<file path="config.mk">
export PLATFORM = sky130hd
export DESIGN_NAME = comando_botoes_flat
export DESIGN_NICKNAME = d
export VERILOG_FILES = /design/src/rtl/comando_pkg.sv /design/src/rtl/comando_botoes_if.sv /design/src/rtl/canal_botao.sv /design/src/rtl/comando_botoes.sv /design/src/flat_wrapper.sv
export SDC_FILE = /design/constraint.sdc
export NUM_CORES = 1
export LEC_CHECK = 0
export CAP_MARGIN = 40
export CORE_UTILIZATION = 56
export DETAILED_ROUTE_END_ITERATION = 8
export GPL_ROUTABILITY_DRIVEN = 0
export PLACE_DENSITY = 0.87
export SETUP_SLACK_MARGIN = 0.15
export SYNTH_ARGS = -nofsm -noshare
export SYNTH_HDL_FRONTEND = slang
export SYNTH_HIERARCHICAL = 1
export SYNTH_SLANG_ARGS = --single-unit
</file>
<file path="constraint.sdc">
create_clock -name clk -period 2.3 [get_ports clk]
set_clock_uncertainty 0.2 [all_clocks]
set_input_delay 0.575 -clock clk [delete_from_list [all_inputs] [get_ports clk]]
set_output_delay 0.575 -clock clk [all_outputs]
set_load 0.02 [all_outputs]
</file>
<file path="src/rtl/comando_pkg.sv">
// Shared types and helpers for the push-button front end.
package comando_pkg;

    // Per-channel debounce/repeat FSM states
    typedef enum logic [1:0] {
        SOLTO       = 2'b00,
        CONF_PRESS  = 2'b01,
        PRESSIONADO = 2'b10,
        CONF_SOLT   = 2'b11
    } estado_t;

    // Normalised button level after polarity correction
    localparam logic PRESSED  = 1'b1;
    localparam logic RELEASED = 1'b0;

    // Bits needed to hold values 0..n (never less than 1)
    function automatic int cnt_w(input int n);
        return (n < 1) ? 1 : $clog2(n + 1);
    endfunction

    function automatic int max_i(input int a, input int b);
        return (a > b) ? a : b;
    endfunction

endpackage

</file>
<file path="src/rtl/comando_botoes_if.sv">
// Button inputs and increment/decrement outputs of the front end.
interface comando_botoes_if;
    logic btn_up;
    logic btn_down;
    logic acrescer;
    logic decrecer;
    logic up_held;
    logic down_held;

    modport master (
        output btn_up, btn_down,
        input  acrescer, decrecer, up_held, down_held
    );

    modport slave (
        input  btn_up, btn_down,
        output acrescer, decrecer, up_held, down_held
    );
endinterface

</file>
<file path="src/rtl/canal_botao.sv">
// One button channel: 2-flop synchroniser, debounce FSM, auto-repeat
// counter and a registered one-cycle pulse.
module canal_botao
    import comando_pkg::*;
#(
    parameter int DEBOUNCE_CYCLES = 1000,
    parameter int REPEAT_EN       = 1,
    parameter int REPEAT_DELAY    = 50000,
    parameter int REPEAT_PERIOD   = 10000,
    parameter int BTN_ACTIVE_LOW  = 1
) (
    input  logic clk,
    input  logic rst,
    input  logic btn,
    output logic pulse,
    output logic held
);
    // Repeat intervals below 2 would place pulses back to back
    localparam int RD = (REPEAT_DELAY  < 2) ? 2 : REPEAT_DELAY;
    localparam int RP = (REPEAT_PERIOD < 2) ? 2 : REPEAT_PERIOD;
    localparam int CW = cnt_w(DEBOUNCE_CYCLES);
    localparam int RW = cnt_w(max_i(RD, RP));

    localparam logic [CW-1:0] CNT_FIM = CW'(DEBOUNCE_CYCLES - 1);
    localparam logic [RW-1:0] DLY_FIM = RW'(RD - 1);
    localparam logic [RW-1:0] PER_FIM = RW'(RP - 1);
    localparam logic RAW_SOLTO = (BTN_ACTIVE_LOW != 0) ? 1'b1 : 1'b0;

    logic [1:0]    sync_q;
    logic          s;
    estado_t       est, est_n;
    logic [CW-1:0] cnt, cnt_n;
    logic [RW-1:0] rpt, rpt_n;
    logic          rep, rep_n;   // 1 once the first repeat has fired
    logic          pulse_n;

    assign s    = (sync_q[1] == RAW_SOLTO) ? RELEASED : PRESSED;
    assign held = (est == PRESSIONADO) || (est == CONF_SOLT);

    // Two-flop synchroniser; reset loads the released level
    always_ff @(posedge clk) begin
        if (rst) sync_q <= {2{RAW_SOLTO}};
        else     sync_q <= {sync_q[0], btn};
    end

    // State, counters and pulse register
    always_ff @(posedge clk) begin
        if (rst) begin
            est   <= SOLTO;
            cnt   <= '0;
            rpt   <= '0;
            rep   <= 1'b0;
            pulse <= 1'b0;
        end else begin
            est   <= est_n;
            cnt   <= cnt_n;
            rpt   <= rpt_n;
            rep   <= rep_n;
            pulse <= pulse_n;
        end
    end

    // Next-state: debounce in both directions, repeat only while pressed
    always_comb begin
        est_n   = est;
        cnt_n   = cnt;
        rpt_n   = rpt;
        rep_n   = rep;
        pulse_n = 1'b0;
        case (est)
            SOLTO: begin
                if (s) begin
                    est_n = CONF_PRESS;
                    cnt_n = '0;
                end
            end
            CONF_PRESS: begin
                if (!s) begin
                    est_n = SOLTO;
                end else if (cnt == CNT_FIM) begin
                    est_n   = PRESSIONADO;
                    pulse_n = 1'b1;
                    rpt_n   = '0;
                    rep_n   = 1'b0;
                end else begin
                    cnt_n = cnt + 1'b1;
                end
            end
            PRESSIONADO: begin
                if (!s) begin
                    est_n = CONF_SOLT;
                    cnt_n = '0;
                end else if (REPEAT_EN != 0) begin
                    if (rpt == (rep ? PER_FIM : DLY_FIM)) begin
                        pulse_n = 1'b1;
                        rpt_n   = '0;
                        rep_n   = 1'b1;
                    end else begin
                        rpt_n = rpt + 1'b1;
                    end
                end
            end
            CONF_SOLT: begin
                // repeat count is frozen here and resumes on a bounce back
                if (s) begin
                    est_n = PRESSIONADO;
                end else if (cnt == CNT_FIM) begin
                    est_n = SOLTO;
                    rpt_n = '0;
                    rep_n = 1'b0;
                end else begin
                    cnt_n = cnt + 1'b1;
                end
            end
            default: est_n = SOLTO;
        endcase
    end

endmodule

</file>
<file path="src/rtl/comando_botoes.sv">
// Button front end for the up/down counter: two independent channels,
// outputs forwarded straight to acrescer/decrecer.
module comando_botoes
    import comando_pkg::*;
#(
    parameter int DEBOUNCE_CYCLES = 1000,
    parameter int REPEAT_EN       = 1,
    parameter int REPEAT_DELAY    = 50000,
    parameter int REPEAT_PERIOD   = 10000,
    parameter int BTN_ACTIVE_LOW  = 1
) (
    input  logic             clk,
    input  logic             rst,
    comando_botoes_if.slave  bus
);

    canal_botao #(
        .DEBOUNCE_CYCLES(DEBOUNCE_CYCLES), .REPEAT_EN(REPEAT_EN),
        .REPEAT_DELAY(REPEAT_DELAY), .REPEAT_PERIOD(REPEAT_PERIOD),
        .BTN_ACTIVE_LOW(BTN_ACTIVE_LOW)
    ) u_up (
        .clk(clk), .rst(rst), .btn(bus.btn_up),
        .pulse(bus.acrescer), .held(bus.up_held)
    );

    canal_botao #(
        .DEBOUNCE_CYCLES(DEBOUNCE_CYCLES), .REPEAT_EN(REPEAT_EN),
        .REPEAT_DELAY(REPEAT_DELAY), .REPEAT_PERIOD(REPEAT_PERIOD),
        .BTN_ACTIVE_LOW(BTN_ACTIVE_LOW)
    ) u_down (
        .clk(clk), .rst(rst), .btn(bus.btn_down),
        .pulse(bus.decrecer), .held(bus.down_held)
    );

endmodule

</file>
<file path="src/flat_wrapper.sv">
// flat-port wrapper written by rule: the top's interface ports become plain ports
module comando_botoes_flat import comando_pkg::*;
#(
    parameter int DEBOUNCE_CYCLES = 1000,
    parameter int REPEAT_EN       = 1,
    parameter int REPEAT_DELAY    = 50000,
    parameter int REPEAT_PERIOD   = 10000,
    parameter int BTN_ACTIVE_LOW  = 1
)
  (clk, rst, bus_btn_up, bus_btn_down, bus_acrescer, bus_decrecer, bus_up_held, bus_down_held);
  comando_botoes_if bus_i ();
  input  logic clk;
  input  logic rst;
  input wire logic [$bits(bus_i.btn_up)-1:0] bus_btn_up;
  input wire logic [$bits(bus_i.btn_down)-1:0] bus_btn_down;
  output wire logic [$bits(bus_i.acrescer)-1:0] bus_acrescer;
  output wire logic [$bits(bus_i.decrecer)-1:0] bus_decrecer;
  output wire logic [$bits(bus_i.up_held)-1:0] bus_up_held;
  output wire logic [$bits(bus_i.down_held)-1:0] bus_down_held;
  assign bus_i.btn_up = bus_btn_up;
  assign bus_i.btn_down = bus_btn_down;
  assign bus_acrescer = bus_i.acrescer;
  assign bus_decrecer = bus_i.decrecer;
  assign bus_up_held = bus_i.up_held;
  assign bus_down_held = bus_i.down_held;
  comando_botoes #(.DEBOUNCE_CYCLES(DEBOUNCE_CYCLES), .REPEAT_EN(REPEAT_EN), .REPEAT_DELAY(REPEAT_DELAY), .REPEAT_PERIOD(REPEAT_PERIOD), .BTN_ACTIVE_LOW(BTN_ACTIVE_LOW)) u_core (.clk(clk), .rst(rst), .bus(bus_i));
endmodule
</file>
======== Word level (Yosys, flattened, before mapping) ========
Index checks and enable logic that the tools add are counted.
Widths: inputs -> output; s select.
word-level totals
  input port bits ......................... 4
  bits in registers ....................... 64
  word-level logic and storage cells ...... 118
  output and inout port bits .............. 4
operators by class
  reductions and logical operators ........ 14
  equal/unequal tests ..................... 26
  add/subtract/negate cells ............... 4
  mux-type cells .......................... 62
operator list
  cell                   number
  $mux 16                12
  $mux 10                10
  $pmux 16 s3            2
  $pmux 10 s4            2
  $add 16x1->16 const B  2
  $eq 16x16->1           2
  $mux 2                 12
  $reduce_and 4->1       6
  $add 10x1->10 const B  2
  $eq 10x10->1 const B   2
  $ne 2x2->1 const B     10
  $mux 1                 18
  $pmux 2 s4             2
  $reduce_and 5->1       2
  $eq 2x2->1 const B     4
  $ne 3x2->1 const B     2
  $ne 3x3->1 const B     2
  $pmux 1 s3             2
  $reduce_bool 3->1      2
  $eq 2x1->1 const B     2
  $logic_not 2->1        2
  $ne 2x1->1 const B     2
  $pmux 1 s2             2
  $logic_or 1x1->1       2

======== Logic depth before layout (Yosys ltp) ========
  depth in word-level cells ............... 5
  depth in mapped cells ................... 9
  depth with buffers taken out ............ 7

======== Cells and area by module ========
Netlist, hierarchy kept.
modules (own cells, without submodules)
  module       area an instance (sq um)  cells each  sequential area each (sq um)  times used
  canal_botao  1790.5                    207         640.6                         2

======== Least setup slack after synthesis ========
OpenSTA, ideal clock, no wires.
  kind .................................... register to register
  from .................................... register u_core.u_down.est[0]
  to ...................................... register u_core.u_down.rpt[9]
  buffers on the path ..................... 1
  data required time ...................... 2.043 ns
  slack ................................... -0.085 ns
  cell stages (with the launch flop) ...... 9
  period minus slack after synthesis ...... 2.385 ns
  arrival ................................. 2.127 ns
  cell sequence ........................... dfxtp_1 > inv_1 > ha_1 > clkbuf_1 > nor3b_2 > o22ai_2 > or4_4 > nor4b_2 > a21o_1
between the ends
  longest elaborated chain between the ends .. 3
  elaborated cells on any way between the ends .. 9
  those cells by class .................... eq/ne (6); mux (1); reduce/logical (2)
ends and longest elaborated chain
  item                                                              line               RTL
  start: declaration                                                canal_botao.sv:31  estado_t est, est_n;
  start signal: assignment                                          canal_botao.sv:55  est <= est_n;
  $eq 2x2->1 / $eq 2x1->1 (equally long branches)                   canal_botao.sv:70  case (est)
  $ne 2x2->1 (no line) / $reduce_bool 3->1 (equally long branches)  --
  $reduce_and 4->1 (no line)                                        --
  end signal: assignment                                            canal_botao.sv:57  rpt <= rpt_n;
  end: declaration                                                  canal_botao.sv:33  logic [RW-1:0] rpt, rpt_n;
Parallel ways exist; a longest one is shown, timed or not.
A chain may end at the register's enable or synchronous reset.

======== Worst setup path in the final report ========
  from .................................... register u_core.u_down.rep
  to ...................................... register u_core.u_down.pulse
between the ends
  longest elaborated chain between the ends .. 5
ends and longest elaborated chain
  item                      line               RTL
  start: declaration        canal_botao.sv:34  logic rep, rep_n;
  start signal: assignment  canal_botao.sv:58  rep <= rep_n;
  $mux 16                   canal_botao.sv:94  if (rpt == (rep ? PER_FIM : DLY_FIM)) begin
  $eq 16x16->1              canal_botao.sv:94
  $mux 1                    canal_botao.sv:94
  $mux 1                    canal_botao.sv:90  if (!s) begin
  $pmux 1 s2                canal_botao.sv:70
  end signal: assignment    canal_botao.sv:59  pulse <= pulse_n;
  end: declaration          canal_botao.sv:15  output logic pulse,
No other way between the ends.

==> results by group <==
Floorplan
  • Io pins: 8
  • Num rows: 28
  • Starting Density: 59.08%
  • Die Height: a little over 80 um
  • Die Area: 6718 um2
  • Core area: 6061 um2
  • Die width: 81.97 um

Clocking
  • Htree depth: 3
  • CTS tree: yes
  • Clock root buffer: clkbuf_8
  • Worst skew pair latency: ~0.36 ns
  • Worst-path clk slew: approximately 0.080 ns
  • Clock tree buffer depth: 2
  • Post-CTS Hold Fix Bufs: 0
  • TritonCTS buffer count: 9
  • Num Clock Sinks: 64

Global routing
  • First-pass GRT wire length: roughly 15 mm
  • Largest net degree at the start of global routing: 14
  • GR Overflow Total: 0
  • Vias in the first global route: 3268
  • Antenna violations before repair: 0
  • Gr usage total: a little under a third

Synth
  • Top cell type's share of synthesized area: 35.78%
  • Synth warn: 6
  • Most common library cells after synthesis: dfxtp_1 (64), nor2_1 (48), nand2_1 (32)
  • Synth area leaders: dfxtp_1 (36%), nor2_1 (5.0%), ha_1 (4.2%)
  • Syn nets: 430
  • Synth area leader: dfxtp_1
  • Async SR Flop Fraction: 0%
  • Sequential-to-total area share from yosys stat: a little over a third
  • EDFF count, synth: 0
  • Mapped Cells: 414
  • Cell with the most instances after synthesis: dfxtp_1
  • Netlist cell types: 50
  • Average size of a mapped cell: 8.650 um2
  • Mapped Area: between 3000 and 4000 um2
  • Yosys reg bits: 64
  • Primary FF master, synth: dfxtp_1

Finish
  • Fin area: ~4600 um2
  • Antenna diode count: 0
  • Seq. cell area: 1316 um2
  • Footprint of the multi-input gates: 2470 um2
  • Net count, final: 485
  • Area delta synth->final: 29.84%
  • Fraction of layout cells with a size suffix above 1: 31.22%
  • # fillers: 293

Worst hold path
  • Hold Path Depth: 1
  • Hold Path Class: reg -> reg

Power and ir drop
  • Power per cell area: 912.8 nW/um2
  • Peak supply drop: 795.7 uV
  • LEAKAGE: ~1.6 nW

Routing
  • Met3 wire length: 1.617 mm
  • Routed Antenna Nets: 0
  • DRT Wirelength: 12.27 mm
  • Drc violations: 0
  • Met2 routed WL: 5.581 mm
  • WL met1: 4.318 mm
  • DR vias/cell: 7.202
  • DRT Pass-1 Iters: 6
  • Wire per inst: 22.35 um
  • Highest Signal Layer: met4
  • Vias post-DR: between 3k and 4k
  • DR iter-0 viols: 728

STA
  • Final setup viols: 1
  • Highest clock rate: 428.0 MHz
  • Hold Vio Cnt, Final: 0
  • Setup TNS: -0.03640 ns
  • Final period util: 101.6%
  • Post-layout min period: 2.336 ns
  • Final worst slack: -0.03640 ns
  • Worst slew margin: 58.88%
  • Slew @ Worst Pin: 0.6103 ns
  • Max-slew violations: 0
  • RSZ-0062 raised after global routing: true

Critical path
  • Critical path capture point type: flop
  • Critical Path AT: 2.36 ns
  • Crit path max fanout: 5
  • Crit path launch type: flop
  • R2R cell count: 5
  • Data required, critical path: 2.33 ns
  • Setup Crit Path Kind: reg -> reg

Status
  • Outcome: complete, but fails checks
  • Failing checks: setup timing

Place
  • Worst slack, placed: -0.02293 ns
  • DP HPWL: 5.875 mm
  • Placed cell area: 3958 um2
  • Port-buffer cells: 7

Flow run
  • Max cap viols: 0
==> cell usage in the layout, fill, tap and decap left out, types with 5 or more instances in the layout <==
master,n
xnor2_1,16
clkdlybuf4s50_1,5
inv_1,5
o21ai_1,8
a21o_1,6
nor4_1,5
buf_4,46
ha_4,6
mux2i_1,5
clkbuf_8,10
buf_6,7
a21oi_1,11
or3_1,6
xor2_1,8
nor3_1,17
or2_2,8
nand2_1,32
dfxtp_1,52
ha_2,5
o21ai_0,22
nand3_1,16
a22o_1,10
dfxtp_4,8
nand4_1,8
nor2_1,47
nor4_2,13
==> per-layer routing <==
metal,GRT usage (%),up-vias
li1,-,1653
met1,36.99,1773
met2,49.92,418
met3,7.889,110
met4,13.51,0
met5,0,-
==> state kept, by name, summed over array words and instances, names as in the netlist, 2 cells and up, named ones only <==
name                  cells
u_core/u_up/rpt          16
u_core/u_up/sync_q        2
u_core/u_down/cnt        10
u_core/u_down/sync_q      2
u_core/u_down/rpt        16
u_core/u_up/cnt          10
==> report_power, final <==
part,total (mW),internal (mW),switching (mW),leakage (nW)
sequential,1.28,1.17,0.107,0.524
clock,1.18,0.711,0.466,0.121
combinational,1.79,0.730,1.06,0.970
total,4.24,2.61,1.63,1.62
==> cells by family (layout without fill, tap and decap cells) <==
logic type | count (synthesis) | in the layout | synth area share (%)
buffers and inverters | 22 | 82 | 3.005
multiplexers | 6 | 6 | 1.677
AND/OR/NAND/NOR | 202 | 202 | 31.73
XOR/XNOR | 24 | 24 | 5.870
flip-flops | 64 | 64 | 35.78
AO/OA/AOI/OAI | 84 | 84 | 17.75
adder cells (fa/ha/maj) | 12 | 12 | 4.193
==> area by class of cell <==
| type | count | area share (%) |
|---|---|---|
| Clock inverter | 5 | 1.830 |
| Timing Repair Buffer | 58 | 10.20 |
| Inverter | 8 | 1.023 |
| Multi-Input combinational cell | 328 | 53.12 |
| Clock buffer | 11 | 3.498 |
| Sequential cell | 64 | 28.31 |
| Tap cell | 75 | 2.018 |
==> worst max-delay path, cell delays in order, from the launching register on <==
cell,delay [ns]
dfxtp_1,0.50
and4b_1,0.24
mux2i_1,0.17
nor4_2,0.55
a2bb2oi_1,0.18
nor4b_1,0.37
==> timing repair <==
action | in CTS | in global routing
cloned | 0 | 2
setup buffers | 9 | 11
gates resized for setup | 20 | 63
hold endpoints to repair | 0 | 0
setup endpoints to repair | 38 | 50
pin swaps | 7 | 26
==> final timing paths <==
| kind | from | slack [ns] | endpoint |
|---|---|---|---|
| max reg2reg | u_core/u_down/rep | -0.04 | u_core/u_down/pulse |
| min reg2reg | u_core/u_up/sync_q[0] | 0.23 | u_core/u_up/sync_q[1] |
| min | u_core/u_up/sync_q[0] | 0.23 | u_core/u_up/sync_q[1] |
| max | u_core/u_down/rep | -0.04 | u_core/u_down/pulse |
==> metrics by stage <==
| step | power (mW) | util [%] | instances | hold slack [ns] |
|---|---|---|---|---|
| global route | 4.351 | 76.71 | 549 | 0.2447 |
| CTS | 3.737 | 71.10 | 536 | 0.2175 |
| floorplan | 2.174 | - | 414 | 0.1895 |
| global placement | 2.395 | 65.30 | 511 | 0.1967 |
| detailed placement | 2.435 | 65.30 | 511 | 0.2015 |
| finish | 4.244 | 76.71 | 549 | 0.2284 |
Note: power is estimated with default switching activity, not from simulation.
